### src/rtl/digit_mult_pkg.sv
`default_nettype none
// ============================================================================
// Module   : digit_mult_pkg
// Brief    : Shared types and helpers for the digit-serial multiplier.
// Revision : 1.0 - initial release
// ============================================================================
package digit_mult_pkg;

   typedef enum logic [1:0] {
      ST_IDLE = 2'd0,
      ST_BUSY = 2'd1,
      ST_DONE = 2'd2
   } state_t;

   function automatic int num_digits(input int width, input int digit);
      return width / digit;
   endfunction

   // Substitute product used for the all-ones digit pair in approximate mode.
   function automatic int APPROX_VAL(input int digit);
      return (1 << (2*digit - 1)) - 1;
   endfunction

endpackage
`default_nettype wire

### src/rtl/digit_serial_mult_if.sv
`default_nettype none
// ============================================================================
// Module   : digit_serial_mult_if
// Brief    : Operand and product valid/ready channels of digit_serial_mult.
// Revision : 1.0 - initial release
// ============================================================================
interface digit_serial_mult_if #(
   parameter int WIDTH = 8
);
   logic                 in_valid;
   logic                 in_ready;
   logic [WIDTH-1:0]     a;
   logic [WIDTH-1:0]     b;
   logic                 out_valid;
   logic                 out_ready;
   logic [2*WIDTH-1:0]   p;
   logic                 approx;

   modport master (
      output in_valid, a, b, out_ready,
      input  in_ready, out_valid, p, approx
   );

   modport slave (
      input  in_valid, a, b, out_ready,
      output in_ready, out_valid, p, approx
   );
endinterface
`default_nettype wire

### src/rtl/digit_mul_cell.sv
`default_nettype none
// ============================================================================
// Module   : digit_mul_cell
// Brief    : Combinational DIGIT x DIGIT multiplier cell; approximate variant
//            under MULT_APPROX_EN.
// Revision : 1.0 - initial release
// ============================================================================
module digit_mul_cell
   import digit_mult_pkg::*;
#(
   parameter int DIGIT = 2
)(
   input  logic [DIGIT-1:0]   da,
   input  logic [DIGIT-1:0]   db,
   output logic [2*DIGIT-1:0] prod,
   output logic               pair_approx
);

   logic [2*DIGIT-1:0] w_exact;

   assign w_exact = (2*DIGIT)'(da) * (2*DIGIT)'(db);

`ifdef MULT_APPROX_EN
   logic w_all_ones;

   assign w_all_ones  = (&da) & (&db);
   assign prod        = w_all_ones ? (2*DIGIT)'(APPROX_VAL(DIGIT)) : w_exact;
   assign pair_approx = w_all_ones;
`else
   assign prod        = w_exact;
   assign pair_approx = 1'b0;
`endif

endmodule
`default_nettype wire

### src/rtl/digit_serial_mult.sv
`default_nettype none
// ============================================================================
// Module   : digit_serial_mult
// Brief    : Digit-serial unsigned multiplier, one digit pair per cycle,
//            valid/ready on both sides. Optional macro: MULT_APPROX_EN.
// Revision : 1.0 - initial release
// ============================================================================
module digit_serial_mult
   import digit_mult_pkg::*;
#(
   parameter int WIDTH = 8,
   parameter int DIGIT = 2
)(
   input  logic               clk,
   input  logic               rst,
   digit_serial_mult_if.slave bus
);

   localparam int            N     = num_digits(WIDTH, DIGIT);
   localparam int            IW    = (N > 1) ? $clog2(N) : 1;
   localparam int            ACC_W = 2*WIDTH;
   localparam logic [IW-1:0] LAST  = IW'(N-1);

   generate
      if (WIDTH % DIGIT != 0) begin : g_bad_width
         $error("WIDTH must be a multiple of DIGIT");
      end
   endgenerate

   state_t             r_state;
   logic [WIDTH-1:0]   r_a;
   logic [WIDTH-1:0]   r_b;
   logic [IW-1:0]      r_i;
   logic [IW-1:0]      r_j;
   logic [ACC_W-1:0]   r_acc;
   logic               r_approx_seen;

   logic [DIGIT-1:0]   w_da;
   logic [DIGIT-1:0]   w_db;
   logic [2*DIGIT-1:0] w_prod;
   logic               w_pair_approx;
   logic [ACC_W-1:0]   w_acc_next;

   assign w_da = r_a[DIGIT*32'(r_i) +: DIGIT];
   assign w_db = r_b[DIGIT*32'(r_j) +: DIGIT];

   digit_mul_cell #(
      .DIGIT (DIGIT)
   ) u_cell (
      .da          (w_da),
      .db          (w_db),
      .prod        (w_prod),
      .pair_approx (w_pair_approx)
   );

   // Shift amount is formed at full integer width so i+j cannot wrap.
   assign w_acc_next = r_acc + (ACC_W'(w_prod) << (DIGIT*(32'(r_i) + 32'(r_j))));

   always_ff @(posedge clk) begin
      if (rst) begin
         r_state       <= ST_IDLE;
         r_a           <= '0;
         r_b           <= '0;
         r_i           <= '0;
         r_j           <= '0;
         r_acc         <= '0;
         r_approx_seen <= 1'b0;
         bus.in_ready  <= 1'b1;
         bus.out_valid <= 1'b0;
         bus.p         <= '0;
         bus.approx    <= 1'b0;
      end else begin
         case (r_state)
            ST_IDLE: begin
               if (bus.in_valid) begin
                  r_a           <= bus.a;
                  r_b           <= bus.b;
                  r_i           <= '0;
                  r_j           <= '0;
                  r_acc         <= '0;
                  r_approx_seen <= 1'b0;
                  bus.in_ready  <= 1'b0;
                  if ((bus.a == '0) || (bus.b == '0)) begin
                     r_state       <= ST_DONE;
                     bus.out_valid <= 1'b1;
                     bus.p         <= '0;
                     bus.approx    <= 1'b0;
                  end else begin
                     r_state <= ST_BUSY;
                  end
               end
            end

            ST_BUSY: begin
               r_acc         <= w_acc_next;
               r_approx_seen <= r_approx_seen | w_pair_approx;
               if (r_j == LAST) begin
                  r_j <= '0;
                  if (r_i == LAST) begin
                     r_state       <= ST_DONE;
                     bus.out_valid <= 1'b1;
                     bus.p         <= w_acc_next;
                     bus.approx    <= r_approx_seen | w_pair_approx;
                  end else begin
                     r_i <= r_i + IW'(1);
                  end
               end else begin
                  r_j <= r_j + IW'(1);
               end
            end

            ST_DONE: begin
               if (bus.out_ready) begin
                  r_state       <= ST_IDLE;
                  bus.out_valid <= 1'b0;
                  bus.in_ready  <= 1'b1;
               end
            end

            default: begin
               r_state       <= ST_IDLE;
               bus.in_ready  <= 1'b1;
               bus.out_valid <= 1'b0;
            end
         endcase
      end
   end

endmodule
`default_nettype wire

### src/flat_wrapper.sv
// flat-port wrapper written by rule: the top's interface ports become plain ports
module digit_serial_mult_flat import digit_mult_pkg::*;
#(
   parameter int WIDTH = 8,
   parameter int DIGIT = 2
)
  (clk, rst, bus_in_valid, bus_a, bus_b, bus_out_ready, bus_in_ready, bus_out_valid, bus_p, bus_approx);
  digit_serial_mult_if #(.WIDTH(WIDTH)) bus_i ();
  input  logic clk;
  input  logic rst;
  input wire logic [$bits(bus_i.in_valid)-1:0] bus_in_valid;
  input wire logic [$bits(bus_i.a)-1:0] bus_a;
  input wire logic [$bits(bus_i.b)-1:0] bus_b;
  input wire logic [$bits(bus_i.out_ready)-1:0] bus_out_ready;
  output wire logic [$bits(bus_i.in_ready)-1:0] bus_in_ready;
  output wire logic [$bits(bus_i.out_valid)-1:0] bus_out_valid;
  output wire logic [$bits(bus_i.p)-1:0] bus_p;
  output wire logic [$bits(bus_i.approx)-1:0] bus_approx;
  assign bus_i.in_valid = bus_in_valid;
  assign bus_i.a = bus_a;
  assign bus_i.b = bus_b;
  assign bus_i.out_ready = bus_out_ready;
  assign bus_in_ready = bus_i.in_ready;
  assign bus_out_valid = bus_i.out_valid;
  assign bus_p = bus_i.p;
  assign bus_approx = bus_i.approx;
  digit_serial_mult #(.WIDTH(WIDTH), .DIGIT(DIGIT)) u_core (.clk(clk), .rst(rst), .bus(bus_i));
endmodule
### config.mk
export PLATFORM = sky130hd
export DESIGN_NAME = digit_serial_mult_flat
export DESIGN_NICKNAME = d
export VERILOG_FILES = /design/src/rtl/digit_mult_pkg.sv /design/src/rtl/digit_serial_mult_if.sv /design/src/rtl/digit_mul_cell.sv /design/src/rtl/digit_serial_mult.sv /design/src/flat_wrapper.sv
export SDC_FILE = /design/constraint.sdc
export NUM_CORES = 1
export LEC_CHECK = 0
export ABC_AREA = 0
export CAP_MARGIN = 5
export CORE_ASPECT_RATIO = 1.4
export CORE_MARGIN = 5
export CORE_UTILIZATION = 50
export CTS_BUF_LIST = sky130_fd_sc_hd__clkbuf_4
export DETAILED_ROUTE_END_ITERATION = 7
export GPL_TIMING_DRIVEN = 0
export PLACE_DENSITY = 0.72
export SYNTH_ARGS = -nofsm -noshare
export SYNTH_HDL_FRONTEND = slang
export SYNTH_SLANG_ARGS = --single-unit
### constraint.sdc
create_clock -name clk -period 5.25 [get_ports clk]
set_input_delay 0.525 -clock clk [delete_from_list [all_inputs] [get_ports clk]]
set_output_delay 0.525 -clock clk [all_outputs]
set_load 0.1 [all_outputs]
==> results of run 1 <==
## synthesized netlist by cell type, drive strengths merged, types with 2 or more instances
cell and n:
a21o 5, a21oi 43, a22o 4, a22oi 6, a31oi 4, a32o 2, a32oi 3, and2 5
buf 4, clkbuf 17, dfxtp 56, fa 2, ha 20, inv 10, mux4 4, nand2 62
nand2b 6, nand3 18, nand4 8, nor2 43, nor2b 5, nor3 9, nor4 4, o21a 4
o21ai 6, o21bai 4, o22ai 2, o311ai 2, o31a 2, o31ai 3, or2 3, or3 2
or4 2, xnor2 8, xor2 4
## path summary, 6_finish.rpt
kind / startpoint / endpoint / depth (start not counted)
max: u_core.r_j[0]$_SDFFE_PP0P_ / u_core.r_acc[12]$_SDFFE_PP0P_ / 14
min: u_core.bus.p[10]$_SDFFE_PP0P_ / u_core.bus.p[10]$_SDFFE_PP0P_ / 2
max reg2reg: u_core.r_j[0]$_SDFFE_PP0P_ / u_core.r_acc[12]$_SDFFE_PP0P_ / 14
min reg2reg: u_core.bus.p[10]$_SDFFE_PP0P_ / u_core.bus.p[10]$_SDFFE_PP0P_ / 2
## metal layers
metal  global-route usage  vias up  part of all wire
li1                     -     1518                 -
met3               0.0307       25             0.036
met4                0.112        0             0.044
met1                0.218     1390              0.40
met2                0.366       63              0.52
met5                    0        -                 0
## power by group through the flow
stage / Sequential, mW / Clock (mW) / Combinational (mW)
floorplan: 0.465 / 0 / 0.0699
global placement: 0.456 / 0 / 0.126
detailed placement: 0.457 / 0 / 0.127
CTS: 0.448 / 0.198 / 0.128
global route: 0.450 / 0.213 / 0.139
finish: 0.448 / 0.192 / 0.128
## flip-flops by register name, indices dropped and copies added, names as in the netlist
signal,flops
u_core.r_i,2
u_core.r_b,8
u_core.r_acc,16
u_core.r_state,2
u_core.bus.out_valid,1
u_core.r_a,8
u_core.r_j,2
u_core.bus.p,16
u_core.bus.in_ready,1
## worst reg2reg max path, cell delays in order (launching register included)
cell and delay [ns]:
dfxtp_1 0.53, mux4_2 0.60, and2_1 0.17, ha_1 0.18, ha_1 0.31, nor2b_1 0.14
a31oi_1 0.36, nor2_1 0.10, ha_1 0.36, nor2b_1 0.21, o2111ai_1 0.18, and4bb_1 0.34
o31ai_1 0.39, nand2_1 0.11, a31o_2 0.24
## layout make-up
class	count	area [um2]
buffer	21	85.1
clock buffer	5	37.5
clock inverter	3	17.5
fill	589	2500
inverter	11	41.3
multi-input combinational	313	1990
sequential	56	1120
tap	72	90.1
timing repair buffer	37	370
## stage by stage
stage                     total power [mW]  cell area (um2)  cells
final                                0.768             3760    518
after global routing                 0.801             3760    518
after CTS                            0.774             3760    518
after detailed placement             0.585             3700    510
after global placement               0.582             3700    510
after floorplan                      0.535             3240    401
## kinds of logic after synthesis
logic type,share of synthesized area
flip-flops,0.346
other,0.00116
XOR/XNOR,0.0324
adder cells (fa/ha/maj),0.0896
multiplexers,0.0309
buffers and inverters,0.0390
AO/OA/AOI/OAI,0.210
AND/OR/NAND/NOR,0.251
==> impl_metrics.tcl, run 1 <==
set metrics [dict create \
    status "finished clean" \
    path_cells "mux4_2 -> and2_1 -> ha_1 -> ha_1 -> nor2b_1 -> a31oi_1 -> nor2_1 -> ha_1 -> nor2b_1 -> o2111ai_1 -> and4bb_1 -> o31ai_1 -> nand2_1 -> a31o_2" \
    fmax_mhz 234 \
    yosys.area.top_type "dfxtp_1" \
    maxCapViolations 0 \
    vias_per_cell 5.78 \
    slew_headroom 0.348 \
    synthFlopType "dfxtp_1" \
    insertedDiodeCount 0 \
    tritoncts "done" \
    worstPathMaxFanout 6 \
    hold_violations 0 \
    most-common-layout-cells "nand2_1, dfxtp_1, nor2_1" \
    gp_congestion 0.846 \
    root_buffer "clkbuf_4" \
    cts.path.max_buffers 2 \
    wl_um 8360 \
    syn-num-nets 443 \
    reg2reg_setup_slack_ns 0.98 \
    antenna_left 0 \
    yosys_warnings 0 \
    powerDensity_nw_per_um2 204 \
    port_buffers 37 \
    cp_slowest_cell "mux4_2" \
    hpwlAfterDp_um 6530 \
    power_frac_clock 0.250 \
    cts_buffers 5 \
    switchingPower_uw 235 \
    power_leakage_nw 1.46 \
    fin_skew_ns 0.0174 \
    required_ns 5.56 \
    die_w_um 78.0 \
    numClockSinks 56 \
    max_stage_delay_ns 0.60 \
    ctsHoldBuffers 0 \
    p_comb_frac 0.166 \
    cts_setup_buffers 0 \
    overflow 0 \
    area_delta_synth_final_pct 15.9 \
    grt.total_usage 0.202 \
    worstSetupEndpointType "flop" \
    rows 34 \
    antenna_found_initial 0 \
    cp_top_family "compound AO/OA/AOI/OAI gates" \
    synth_edf_count 0 \
    maxSlewViolCount 0 \
    clkLatencyLatePin_ns 0.39 \
    hold_class "flop to flop" \
    setup_viol 0 \
    worst_pin_slew_ns 0.975 \
    die_h_um 105 \
    wl_per_cell_um 16.1 \
    synth_top_cells_by_area "dfxtp_1, ha_1, nand2_1" \
    syn_area_per_cell_um2 8.08 \
    initial_core_util 0.518 \
    die_area_um2 8210 \
    finalSetupTns_ns 0 \
    htree_levels 2 \
    rsz0062_at_grt "no" \
    place_ws_ns 1.01 \
    vdd_ir_drop_max_v 0.000153 \
    fin_ws_ns 0.978 \
    grt_max_degree 18 \
    crit_arrival_ns 4.59 \
    dr.pass1.iters 6 \
    synth.distinct_cells 62 \
    ios 39 \
    p_sw_frac 0.306 \
    ys_async_sr_fraction 0 \
    min_period_ns 4.27 \
    drc_errors 0 \
    seqPwrFrac 0.584 \
    vias 2996 \
    drtIter0Drc 153 \
    grt_pass1_vias 2965 \
    hold_ws_ns 0.465 \
    layout_commonest_cell "nand2_1" \
    crit_top_cell "ha_1" \
    cts_resized 0 \
    drive_above_1_share 0.0628 \
    final_nets 487 \
    ys_seq_area_frac 0.346 \
    core_um2 6250 \
    timing.final.crit_share 0.814 \
    p_int_uw 533 \
    grt_pass1_wl_um 13500 \
    critPathKind "flop to flop" \
    final_util 0.601 \
    clk_pin_slew_ns 0.17 \
    cp.buffers_inverters 0 \
    ys_ff_latch 56 \
    start_kind "flop" \
    synth_top_cell_area_share 0.346 \
    mappedNetlistArea_um2 3240 \
    synth_cells 401 \
]
No activity file was read; power rests on OpenSTA's default activity.
==> run 2: changes to the inputs <==
Clock period 5.25 ns to 4.2 ns, I/O delays scaled along.
==> impl_metrics.tcl, run 2 (synthesized netlist as in run 1, its figures left out) <==
set metrics [dict create \
    finalSetupTns_ns 0 \
    final_util 0.604 \
    fin_total_pwr_uw 961 \
    required_ns 4.52 \
    grt_max_degree 18 \
    reg.largest.list "u_core.bus.p (16), u_core.r_acc (16)" \
    fin_skew_ns 0.0195 \
    grt_pass1_vias 2946 \
    slew_headroom 0.348 \
    start_kind "flop" \
    grt_pass1_wl_um 13500 \
    dr.pass1.iters 5 \
    most-common-layout-cells "nand2_1, dfxtp_1, nor2_1" \
    dp_cells 510 \
    final_nets 488 \
    rsz0062_at_grt "yes" \
    setup_viol 0 \
    hold_violations 0 \
    grt.total_usage 0.202 \
    maxSlewViolCount 0 \
    fin_cells 519 \
    htree_levels 2 \
    rows 34 \
    nFillCells 586 \
    power_leakage_nw 1.46 \
    antenna_found_initial 0 \
    hold_ws_ns 0.465 \
    cp_slowest_cell "mux4_2" \
    clk_pin_slew_ns 0.17 \
    ctsHoldBuffers 0 \
    tritoncts "done" \
    insertedDiodeCount 0 \
    initial_core_util 0.518 \
    numClockSinks 56 \
    fmax_mhz 247 \
    path_depth 14 \
    ios 39 \
    powerDensity_nw_per_um2 255 \
    drive_above_1_share 0.0716 \
    timing.final.crit_share 0.962 \
    max_stage_delay_ns 0.58 \
    hpwlAfterDp_um 6530 \
    worst_pin_slew_ns 0.976 \
    vias_per_cell 5.82 \
    path_cells "mux4_2 -> and2_1 -> ha_1 -> ha_1 -> nor2b_1 -> a31oi_2 -> nor2_1 -> ha_1 -> nor2b_1 -> o2111ai_1 -> and4bb_1 -> o31ai_1 -> nand2_1 -> a31o_2" \
    area_delta_synth_final_pct 16.5 \
    die_area_um2 8210 \
    die_h_um 105 \
    worstSetupEndpointType "flop" \
    port_buffers 37 \
    whs_path_depth 2 \
    cp_top_family "simple AND/OR/NAND/NOR gates" \
    layout_commonest_cell "nand2_1" \
    antenna_left 0 \
    cts.path.max_buffers 2 \
    status "finished clean" \
    root_buffer "clkbuf_4" \
    r2r_cells 14 \
    core_um2 6250 \
    crit_arrival_ns 4.36 \
    vdd_ir_drop_max_v 0.000192 \
    wl_um 8410 \
    cts_buffers 5 \
    clkLatencyLatePin_ns 0.39 \
    die_w_um 78.0 \
    vias 3020 \
    crit_top_cell "ha_1" \
    overflow 0 \
    maxCapViolations 0 \
    hold_class "flop to flop" \
    drc_errors 0 \
    wl_per_cell_um 16.2 \
    gp_congestion 0.846 \
    cp.buffers_inverters 0 \
    worstPathMaxFanout 6 \
    drtIter0Drc 132 \
    critPathKind "flop to flop" \
    min_period_ns 4.04 \
]
[run 2: worst register-to-register path: stages, from the launching register on]
cell and delay [ns]:
dfxtp_2 0.44, mux4_2 0.58, and2_1 0.17, ha_1 0.18, ha_1 0.31, nor2b_1 0.15, a31oi_2 0.26, nor2_1 0.09
ha_1 0.35, nor2b_1 0.21, o2111ai_1 0.18, and4bb_1 0.35, o31ai_1 0.37, nand2_1 0.11, a31o_2 0.24
[run 2: area by class of cell]
type	count	area (um2)	share of cell area
Inverter	11	41.3	0.0109
Tap cell	72	90.1	0.0239
Multi-Input combinational cell	313	2000	0.530
Timing Repair Buffer	38	378	0.100
Sequential cell	56	1130	0.298
Clock inverter	3	17.5	0.00464
Clock buffer	5	37.5	0.00994
Buffer	21	85.1	0.0225
[run 2: metrics by stage]
| step | setup WS, ns | instance area [um2] |
|---|---|---|
| 2_1_floorplan | 0.441 | 3240 |
| 3_3_place_gp | 0.0222 | 3700 |
| 3_5_place_dp | -0.0364 | 3700 |
| 4_1_cts | 0.0450 | 3760 |
| 5_1_grt | -0.0280 | 3770 |
| 6_report | 0.159 | 3770 |
[run 2: what timing repair did]
action	CTS	global route
resized for setup	1	3
buffers inserted	0	1
hold endpoints to repair	0	0
setup endpoints to repair	5	9
[run 2: metal layers]
| layer | wire (um) | vias to the layer above | part of all wire | GRT usage |
|---|---|---|---|---|
| met4 | 213 | 0 | 0.025 | 0.0966 |
| met3 | 355 | 18 | 0.042 | 0.0265 |
| met1 | 3360 | 1415 | 0.40 | 0.220 |
| met5 | 0 | - | 0 | 0 |
| li1 | - | 1520 | - | - |
| met2 | 4480 | 67 | 0.53 | 0.375 |
[run 2: path summary, 6_finish.rpt]
path	startpoint	end	slack, ns
max reg2reg	u_core.r_j[0]$_SDFFE_PP0P_	u_core.r_acc[12]$_SDFFE_PP0P_	0.16
max	u_core.r_j[0]$_SDFFE_PP0P_	u_core.r_acc[12]$_SDFFE_PP0P_	0.16
min reg2reg	u_core.bus.p[5]$_SDFFE_PP0P_	u_core.bus.p[5]$_SDFFE_PP0P_	0.47
min	u_core.bus.p[5]$_SDFFE_PP0P_	u_core.bus.p[5]$_SDFFE_PP0P_	0.47
[run 2: power by group]
group	leakage [nW]	total (mW)	switching (mW)	internal, mW
registers	0.456	0.560	0.0128	0.547
clock network	0.0330	0.240	0.175	0.0652
logic	0.973	0.161	0.107	0.0533
